$ cat config.mk
export PLATFORM = sky130hd
export DESIGN_NAME = rpsc_interlock_seq
export DESIGN_NICKNAME = d
export VERILOG_FILES = /design/src/rtl/rpsc_pkg.sv /design/src/rtl/rpsc_fault_filter.sv /design/src/rtl/rpsc_interlock_seq.sv
export SDC_FILE = /design/constraint.sdc
export NUM_CORES = 1
export LEC_CHECK = 0
export BUFFER_PORTS_ARGS = -buffer_cell sky130_fd_sc_hd__buf_2
export CORE_ASPECT_RATIO = 1.4
export CORE_MARGIN = 5
export CORE_UTILIZATION = 59
export CTS_BUF_LIST = sky130_fd_sc_hd__clkbuf_8
export CTS_CLUSTER_SIZE = 10
export DETAILED_ROUTE_END_ITERATION = 16
export GPL_TIMING_DRIVEN = 0
export PLACE_DENSITY = 0.9
export SLEW_MARGIN = 10
export SYNTH_ARGS = -nofsm -noshare
export SYNTH_HDL_FRONTEND = slang
export SYNTH_SLANG_ARGS = --single-unit
$ cat constraint.sdc
create_clock -name clk -period 3.55 [get_ports clk]
set_input_delay 0.355 -clock clk [delete_from_list [all_inputs] [get_ports clk]]
set_output_delay 0.355 -clock clk [all_outputs]
set_load 0.005 [all_outputs]
$ cat src/rtl/rpsc_pkg.sv
// Shared types and timing constants for the RPSC power-supply card sequencers.
package rpsc_pkg;

  typedef enum logic [1:0] {
    ST_READY  = 2'd0,
    ST_SETTLE = 2'd1,
    ST_OK     = 2'd2,
    ST_TRIP   = 2'd3
  } rpsc_state_e;

  localparam int unsigned CLK_PERIOD_NS = 1280;
  localparam int unsigned TICKS_2S      = 1562500;
  localparam int unsigned TICKS_4S      = 3125000;

endpackage

$ cat src/rtl/rpsc_fault_filter.sv
// Per-channel fault debounce: a fault is accepted after FILT_TICKS consecutive
// high samples; any low sample drops it immediately.
module rpsc_fault_filter #(
  parameter int unsigned FILT_TICKS = 4
) (
  input  logic clk,
  input  logic reset,
  input  logic fault_in,
  output logic filt
);

  localparam int unsigned CW = $clog2(FILT_TICKS + 1);
  localparam logic [CW-1:0] FILT_MAX = CW'(FILT_TICKS);

  logic [CW-1:0] cnt;
  logic [CW-1:0] cnt_nx;

  always_comb begin
    cnt_nx = '0;
    if (fault_in) begin
      cnt_nx = (cnt == FILT_MAX) ? FILT_MAX : cnt + CW'(1);
    end
  end

  // filt is registered from the next count so it rises on the same edge the count saturates
  always_ff @(posedge clk) begin
    if (reset) begin
      cnt  <= '0;
      filt <= 1'b0;
    end else begin
      cnt  <= cnt_nx;
      filt <= (cnt_nx == FILT_MAX);
    end
  end

endmodule

$ cat src/rtl/rpsc_interlock_seq.sv
// Interlock and permissive sequencer for one RPSC supply stage: debounced,
// maskable, optionally latching faults with first-fault capture and a settle timer.
module rpsc_interlock_seq
  import rpsc_pkg::*;
#(
  parameter int unsigned N_FAULT      = 7,
  parameter int unsigned OK_TICKS     = 1562500,
  parameter int unsigned FILT_TICKS   = 4,
  parameter int unsigned LATCH_FAULTS = 1,
  localparam int unsigned FW = (N_FAULT > 1) ? $clog2(N_FAULT) : 1,
  localparam int unsigned TW = $clog2(OK_TICKS + 1)
) (
  input  logic               clk,
  input  logic               reset,
  input  logic [N_FAULT-1:0] fault_in,
  input  logic [N_FAULT-1:0] fault_mask,
  input  logic               upstream_ok,
  input  logic               ps_act,
  input  logic               u_low,
  input  logic               ack,
  output logic [1:0]         state,
  output logic               not_alarm,
  output logic               on_perm,
  output logic               ps_ok,
  output logic               not_u_low,
  output logic [N_FAULT-1:0] fault_latched,
  output logic [FW-1:0]      first_fault,
  output logic [TW-1:0]      settle_cnt
);

  localparam logic [TW-1:0] OK_MAX = TW'(OK_TICKS);

  rpsc_state_e        state_q;
  rpsc_state_e        state_nx;
  logic [N_FAULT-1:0] filt;
  logic [N_FAULT-1:0] set_v;
  logic [N_FAULT-1:0] latched_nx;
  logic [FW-1:0]      ff_enc;
  logic [FW-1:0]      ff_nx;
  logic [TW-1:0]      cnt_nx;
  logic               trip_nx;
  logic               run_ok;

  for (genvar g = 0; g < N_FAULT; g++) begin : g_filt
    rpsc_fault_filter #(
      .FILT_TICKS (FILT_TICKS)
    ) u_filt (
      .clk      (clk),
      .reset    (reset),
      .fault_in (fault_in[g]),
      .filt     (filt[g])
    );
  end

  assign set_v  = filt & ~fault_mask;
  assign run_ok = upstream_ok & ps_act;

  // Ack clears only bits whose set condition is gone, so set wins over ack
  always_comb begin
    latched_nx = fault_latched | set_v;
    if ((LATCH_FAULTS == 0) || ack) begin
      latched_nx = set_v;
    end
  end

  assign trip_nx = |latched_nx;

  // Lowest-index latched channel
  always_comb begin
    ff_enc = '0;
    for (int i = N_FAULT - 1; i >= 0; i--) begin
      if (latched_nx[i]) begin
        ff_enc = FW'(i);
      end
    end
  end

  always_comb begin
    state_nx = state_q;
    cnt_nx   = settle_cnt;
    ff_nx    = first_fault;
    case (state_q)
      ST_READY: begin
        if (run_ok) begin
          state_nx = ST_SETTLE;
          cnt_nx   = '0;
        end
      end
      ST_SETTLE: begin
        if (!run_ok) begin
          state_nx = ST_READY;
          cnt_nx   = '0;
        end else if (settle_cnt + TW'(1) == OK_MAX) begin
          state_nx = ST_OK;
          cnt_nx   = OK_MAX;
        end else begin
          cnt_nx = settle_cnt + TW'(1);
        end
      end
      ST_OK: begin
        if (!run_ok) begin
          state_nx = ST_READY;
        end
      end
      ST_TRIP: begin
        state_nx = ST_READY;
        cnt_nx   = '0;
      end
      default: begin
        state_nx = ST_READY;
        cnt_nx   = '0;
      end
    endcase
    // A pending fault overrides every other transition; the culprit is captured only on entry
    if (trip_nx) begin
      state_nx = ST_TRIP;
      cnt_nx   = '0;
      if (state_q != ST_TRIP) begin
        ff_nx = ff_enc;
      end
    end
  end

  always_ff @(posedge clk) begin
    if (reset) begin
      state_q       <= ST_READY;
      settle_cnt    <= '0;
      fault_latched <= '0;
      first_fault   <= '0;
      not_alarm     <= 1'b1;
      on_perm       <= 1'b1;
      ps_ok         <= 1'b0;
    end else begin
      state_q       <= state_nx;
      settle_cnt    <= cnt_nx;
      fault_latched <= latched_nx;
      first_fault   <= ff_nx;
      not_alarm     <= ~trip_nx;
      on_perm       <= (state_nx != ST_TRIP);
      ps_ok         <= (state_nx == ST_OK);
    end
  end

  assign state     = state_q;
  assign not_u_low = ~(ps_ok & u_low);

endmodule

Word-level counts from Yosys, hierarchy flattened. Index checks and enable logic that the tools add are counted.

Bits in registers: 64. Latch bits: 0. RAM bits: 0. Bits in read-only memories: 0. Memories: 0.

Add/sub/neg operators: 8. $mul: 0. Divide/modulo/power cells: 0. Order comparisons: 0. Equality and inequality tests: 22. Shifts and indexed selects: 0. Multiplexer cells: 32. Bitwise logic cells: 7. Reductions and logical operators: 6.

Operators with widths (number): two-way mux 21 bit (3); two-way mux 3 bit (21); one-hot mux 21 bit (3 select lines) (1); == test 3 bit (second input constant) (14); adder 21 x 1 -> 21 bit (second input constant) (1); adder 3 x 1 -> 3 bit (second input constant) (7); == test 21 bit (second input constant) (1); two-way mux 2 bit (5); one-hot mux 2 bit (4 select lines) (1); OR reduction 8 bit (1); AND 7 bit (1); two-way mux 7 bit (1); inverter 7 bit (1); bitwise OR 7 bit (1); OR reduction 7 bit (1); == test 2 bit (second input constant) (3); inequality test 2 bit (second input constant) (3); AND reduction 2 bit (2); nonzero test 3 bit (1); AND 1 bit (2); == test 2 x 1 -> 1 bit (second input constant) (1); zero test 2 bit (1); inverter 1 bit (2).

Depth between registers and ports, before layout.
Depth after elaboration: 11. Mapped depth: 7.

By module. A second synthesis with hierarchy kept.

Cells, all modules: 385. Area total of the unflattened synthesis: 3313.2 um^2.

Modules (own cells, without submodules): rpsc_interlock_seq (instances 1, cells each 259, area each 2078.2 um^2); rpsc_fault_filter (instances 7, cells each 18, area each 176.4 um^2).

Worst setup path after synthesis. No wires, ideal clock.

Path kind: reg-to-reg. From: reg settle_cnt[0]. To: reg ps_ok. Setup time: 59 ps. Data arrival time: 1996 ps. Setup slack: 1495 ps. Stages on the path, launching flop included: 8. Buffers on the path: 0. Period minus slack after synthesis: 2055 ps. Cells stage by stage: dfxtp_1 ha_1 nand4_4 nor4_4 and2_0 xnor2_1 nor4_2 a31o_1.

Longest elaborated chain between the ends: 7.

RTL lines: start: declaration (RTL line rpsc_interlock_seq.sv:28) `output logic [TW-1:0] settle_cnt`; start signal: assignment (RTL line rpsc_interlock_seq.sv:135) `settle_cnt <= cnt_nx;`; adder 21 x 1 -> 21 bit (RTL line rpsc_interlock_seq.sv:93) `end else if (settle_cnt + TW'(1) == OK_MAX) begin`; == test 21 bit (RTL line rpsc_interlock_seq.sv:93); two-way mux 2 bit (RTL line rpsc_interlock_seq.sv:93); two-way mux 2 bit (RTL line rpsc_interlock_seq.sv:90) `if (!run_ok) begin`; one-hot mux 2 bit (4 select lines) (RTL line rpsc_interlock_seq.sv:82) `case (state_q)`; two-way mux 2 bit (RTL line rpsc_interlock_seq.sv:115) `if (trip_nx) begin`; == test 2 bit (RTL line rpsc_interlock_seq.sv:140) `ps_ok <= (state_nx == ST_OK);`; end signal: assignment (RTL line rpsc_interlock_seq.sv:140); end: declaration (RTL line rpsc_interlock_seq.sv:24) `output logic ps_ok,`.

Every way passes these cells. A chain may end at the register's enable or synchronous reset.

Worst setup path in the final report.
From: reg settle_cnt[0]. To: reg state_q[0] (netlist: state[0]).

Longest elaborated chain between the ends: 6.

RTL lines: adder 21 x 1 -> 21 bit (RTL line rpsc_interlock_seq.sv:93); == test 21 bit (RTL line rpsc_interlock_seq.sv:93); two-way mux 2 bit (RTL line rpsc_interlock_seq.sv:93); two-way mux 2 bit (RTL line rpsc_interlock_seq.sv:90); one-hot mux 2 bit (4 select lines) (RTL line rpsc_interlock_seq.sv:82); two-way mux 2 bit (RTL line rpsc_interlock_seq.sv:115); end signal: assignment (RTL line rpsc_interlock_seq.sv:134) `state_q <= state_nx;`; end: declaration (RTL line rpsc_interlock_seq.sv:33) `rpsc_state_e state_q;`.

Every way passes these cells.

==> impl_metrics.json <==
{
  "clk-insertion-delay-late_ps": 340,
  "syn-instance-count": 380,
  "maxClockFrequency_mhz": 402.8,
  "crit_slowest_cell": "nor4_4",
  "design_area_um2": 3792,
  "filler_cell_count": 406,
  "cts_hold_repair.buffers": 0,
  "finalCritPeriodShare_pct": 69.93,
  "fin_worst_hold_slack_ps": 307.8,
  "vdd.ir_drop.worst_uv": 371.6,
  "synth_warnings": 0,
  "synthesis.area_um2": 3177,
  "synth_flop_cell": "dfxtp_1",
  "htree_levels": 3,
  "clkTransAtPathRegs_ps": 80,
  "insertedDiodeCount": 0,
  "drive_gt1_share_pct": 19.69,
  "antenna_found_initial": 0,
  "count_of_flip_flops_with_a_built_in_enable_after_synthesis": 0,
  "grt_first_pass_wirelength_um": 13330,
  "setup.worst_path.start_class": "register",
  "synth_cell_type_count": 52,
  "core.rowCount": 31,
  "critical_path.endpoint_type": "register",
  "wire_per_inst_um": 15.05,
  "hpwl_detailed_um": 5680,
  "mappedNetlistNets": 415,
  "clk_root_buffer_cell": "clkbuf_8",
  "placedInstanceArea_um2": 3540,
  "post_detailed_route_count_of_antenna_violating_nets": 0,
  "grt_setup_unrepaired": "no",
  "crit_family": "compound AO/OA/AOI/OAI gates",
  "drt_pass1_iterations": 4,
  "io_pins": 57,
  "timing.critical_path.cells": "ha_1 > nand4_4 > nor4_4 > o21ai_0 > a211oi_1 > nor4_2 > o41ai_1",
  "worst-r2r-cell-count": 7,
  "synth.yosys.seq_area_share_pct": 40.33,
  "max_cap_viols": 0,
  "timing.reg2reg.setup_slack_ps": 1070,
  "via_count": 2971,
  "final.setup_skew_ps": 10.47,
  "final-instance-count-excl-fill": 518,
  "final-seq-area_um2": 1281,
  "postCtsResizedCells": 0,
  "reg2reg_to": "state[0]",
  "netlist_top_cells_count": "dfxtp_1, nor2_1, o21ai_0",
  "post-synth-top-area-cell": "dfxtp_1",
  "clk_buf_depth": 2,
  "cts_tree": "done",
  "yosysMostFrequentCell": "dfxtp_1",
  "vias_per_cell": 5.736,
  "route.final.wire_length_um": 7797,
  "fin_setup_tns_ps": 0,
  "critical_path_cell_count": 7,
  "numCtsBuffers": 9,
  "gp_congestion": 0.8708,
  "crit_buf_inv": 0,
  "die_w_um": 72.02,
  "syn_to_final_growth_pct": 19.38,
  "dp.cells": 502,
  "yosys-top-cells-area": "dfxtp_1, ha_1, nor2_1",
  "clock-sinks": 64,
  "port_buffers": 56,
  "power_mw": 1.601,
  "reg2reg_from": "settle_cnt[0]",
  "critical_path.endpoint": "state[0]",
  "syn_area_per_cell_um2": 8.360,
  "path_max_fanout": 7,
  "grt_max_degree": 13,
  "number_of_pins_with_negative_max_slew_slack_in_the_final_report": 0,
  "grt_use_total_pct": 23.85,
  "timing_worst_slew_pin_value_ps": 624.5,
  "setup.worst_path.class": "reg2reg",
  "post_cts.repair.setup_buffers": 0,
  "final_hold_viol_count": 0,
  "slew-limit-headroom_pct": 58.22,
  "globalRouteOverflowTotal": 0,
  "period_minus_slack_ps": 2483,
  "finalSetupViolCount": 0,
  "cp_data_arrival_time_ps": 2710,
  "die_area_um2": 6972,
  "register_bit_count_reported_by_yosys": 64,
  "slowest_delay_ps": 460,
  "setup.worst_path.start": "settle_cnt[0]",
  "grt_pass1_vias": 3028,
  "coreArea_um2": 5197,
  "reported_leakage_power_nw": 1.627,
  "nNetsFinal": 482,
  "first_iter_violations": 225,
  "p_per_area_nw_per_um2": 422.2,
  "worst_ep_required_time_ps": 3770,
  "synthDominantCellAreaShare_pct": 40.33,
  "initial_utilization_pct": 61.12,
  "die_h_um": 96.82,
  "remaining_drc_errors": 0,
  "multi_input_comb_area_um2": 1718,
  "hp-class": "in2reg",
  "status": "completed",
  "postSynth.asyncResetShare_pct": 0
}
==> worst min-delay path by stage <==
stage               slack (ps)                     from                 endpoint  cells after the start
floorplan                  450  g_filt[0].u_filt.cnt[2]  g_filt[0].u_filt.cnt[2]                      1
global placement           460           first_fault[0]           first_fault[0]                      2
detailed placement         470  g_filt[0].u_filt.cnt[2]  g_filt[0].u_filt.cnt[2]                      1
CTS                        290              fault_in[4]    g_filt[4].u_filt.filt                      3
global route               330              fault_in[6]  g_filt[6].u_filt.cnt[1]                      3
finish                     310              fault_in[4]    g_filt[4].u_filt.filt                      3
==> final cells by class <==
| cell class | instances | area share (%) |
|---|---|---|
| inverters | 27 | 2.672 |
| clock buffers | 10 | 3.629 |
| plain buffers | 15 | 2.013 |
| repair buffers | 56 | 7.390 |
| clock inverters | 6 | 3.035 |
| multi-input cells | 274 | 45.30 |
| well taps | 66 | 2.177 |
| flip-flops and latches | 64 | 33.78 |
==> tightest hold or removal path, stage by stage <==
cell	delay, ps
buf_2	100
o21ai_0	50
and2_1	110
==> metal layers <==
| layer | global-route usage (%) | vias up | wire, µm |
|---|---|---|---|
| li1 | - | 1458 | - |
| met1 | 24.52 | 1364 | 2810 |
| met5 | 0 | - | 0 |
| met3 | 5.705 | 34 | 503 |
| met4 | 13.75 | 0 | 365 |
| met2 | 42.56 | 115 | 4116 |
==> cells by family after synthesis <==
logic type / after synthesis / synth area share (%)
simple gates: 170 / 29.81
flops: 64 / 40.33
compound gates: 79 / 15.60
xor+xnor: 10 / 2.757
buf+inv: 42 / 5.592
fa+ha+maj: 15 / 5.908
==> cell usage in the layout (no fill, tap or decap), types with 7 or more instances in the layout <==
cell / Yosys / routed
nor2_1: 48 / 48
o21ai_0: 27 / 27
nand2_1: 20 / 20
a21oi_1: 22 / 22
and2_1: 8 / 8
nor3_1: 10 / 10
clkbuf_8: 0 / 10
ha_1: 15 / 15
nand3_1: 7 / 7
and3_1: 8 / 8
inv_1: 26 / 26
dfxtp_1: 64 / 64
buf_2: 1 / 57
nand4_1: 12 / 12
nor2b_1: 22 / 22
clkbuf_1: 10 / 10
nand2b_1: 10 / 10
==> metrics by stage <==
step | setup WS [ps] | utilization [%]
finish | 1067 | 72.97
global route | 822.8 | 72.97
CTS | 1090 | 72.97
detailed placement | 1096 | 68.10
global placement | 1173 | 68.10
floorplan | 1495 | -
==> registers in the layout, indices dropped and copies added (netlist names) <==
register	cells
g_filt.u_filt.cnt	21
settle_cnt	21
fault_latched	7
g_filt.u_filt.filt	7
first_fault	3
state	2
not_alarm	1
on_perm	1
ps_ok	1
==> report_power, final <==
group          switching (mW)  internal [mW]  total (mW)
registers             0.00692          0.727       0.734
logic                  0.0532         0.0320      0.0852
clock network           0.293          0.489       0.782
Power figures use the tool's default switching activity.
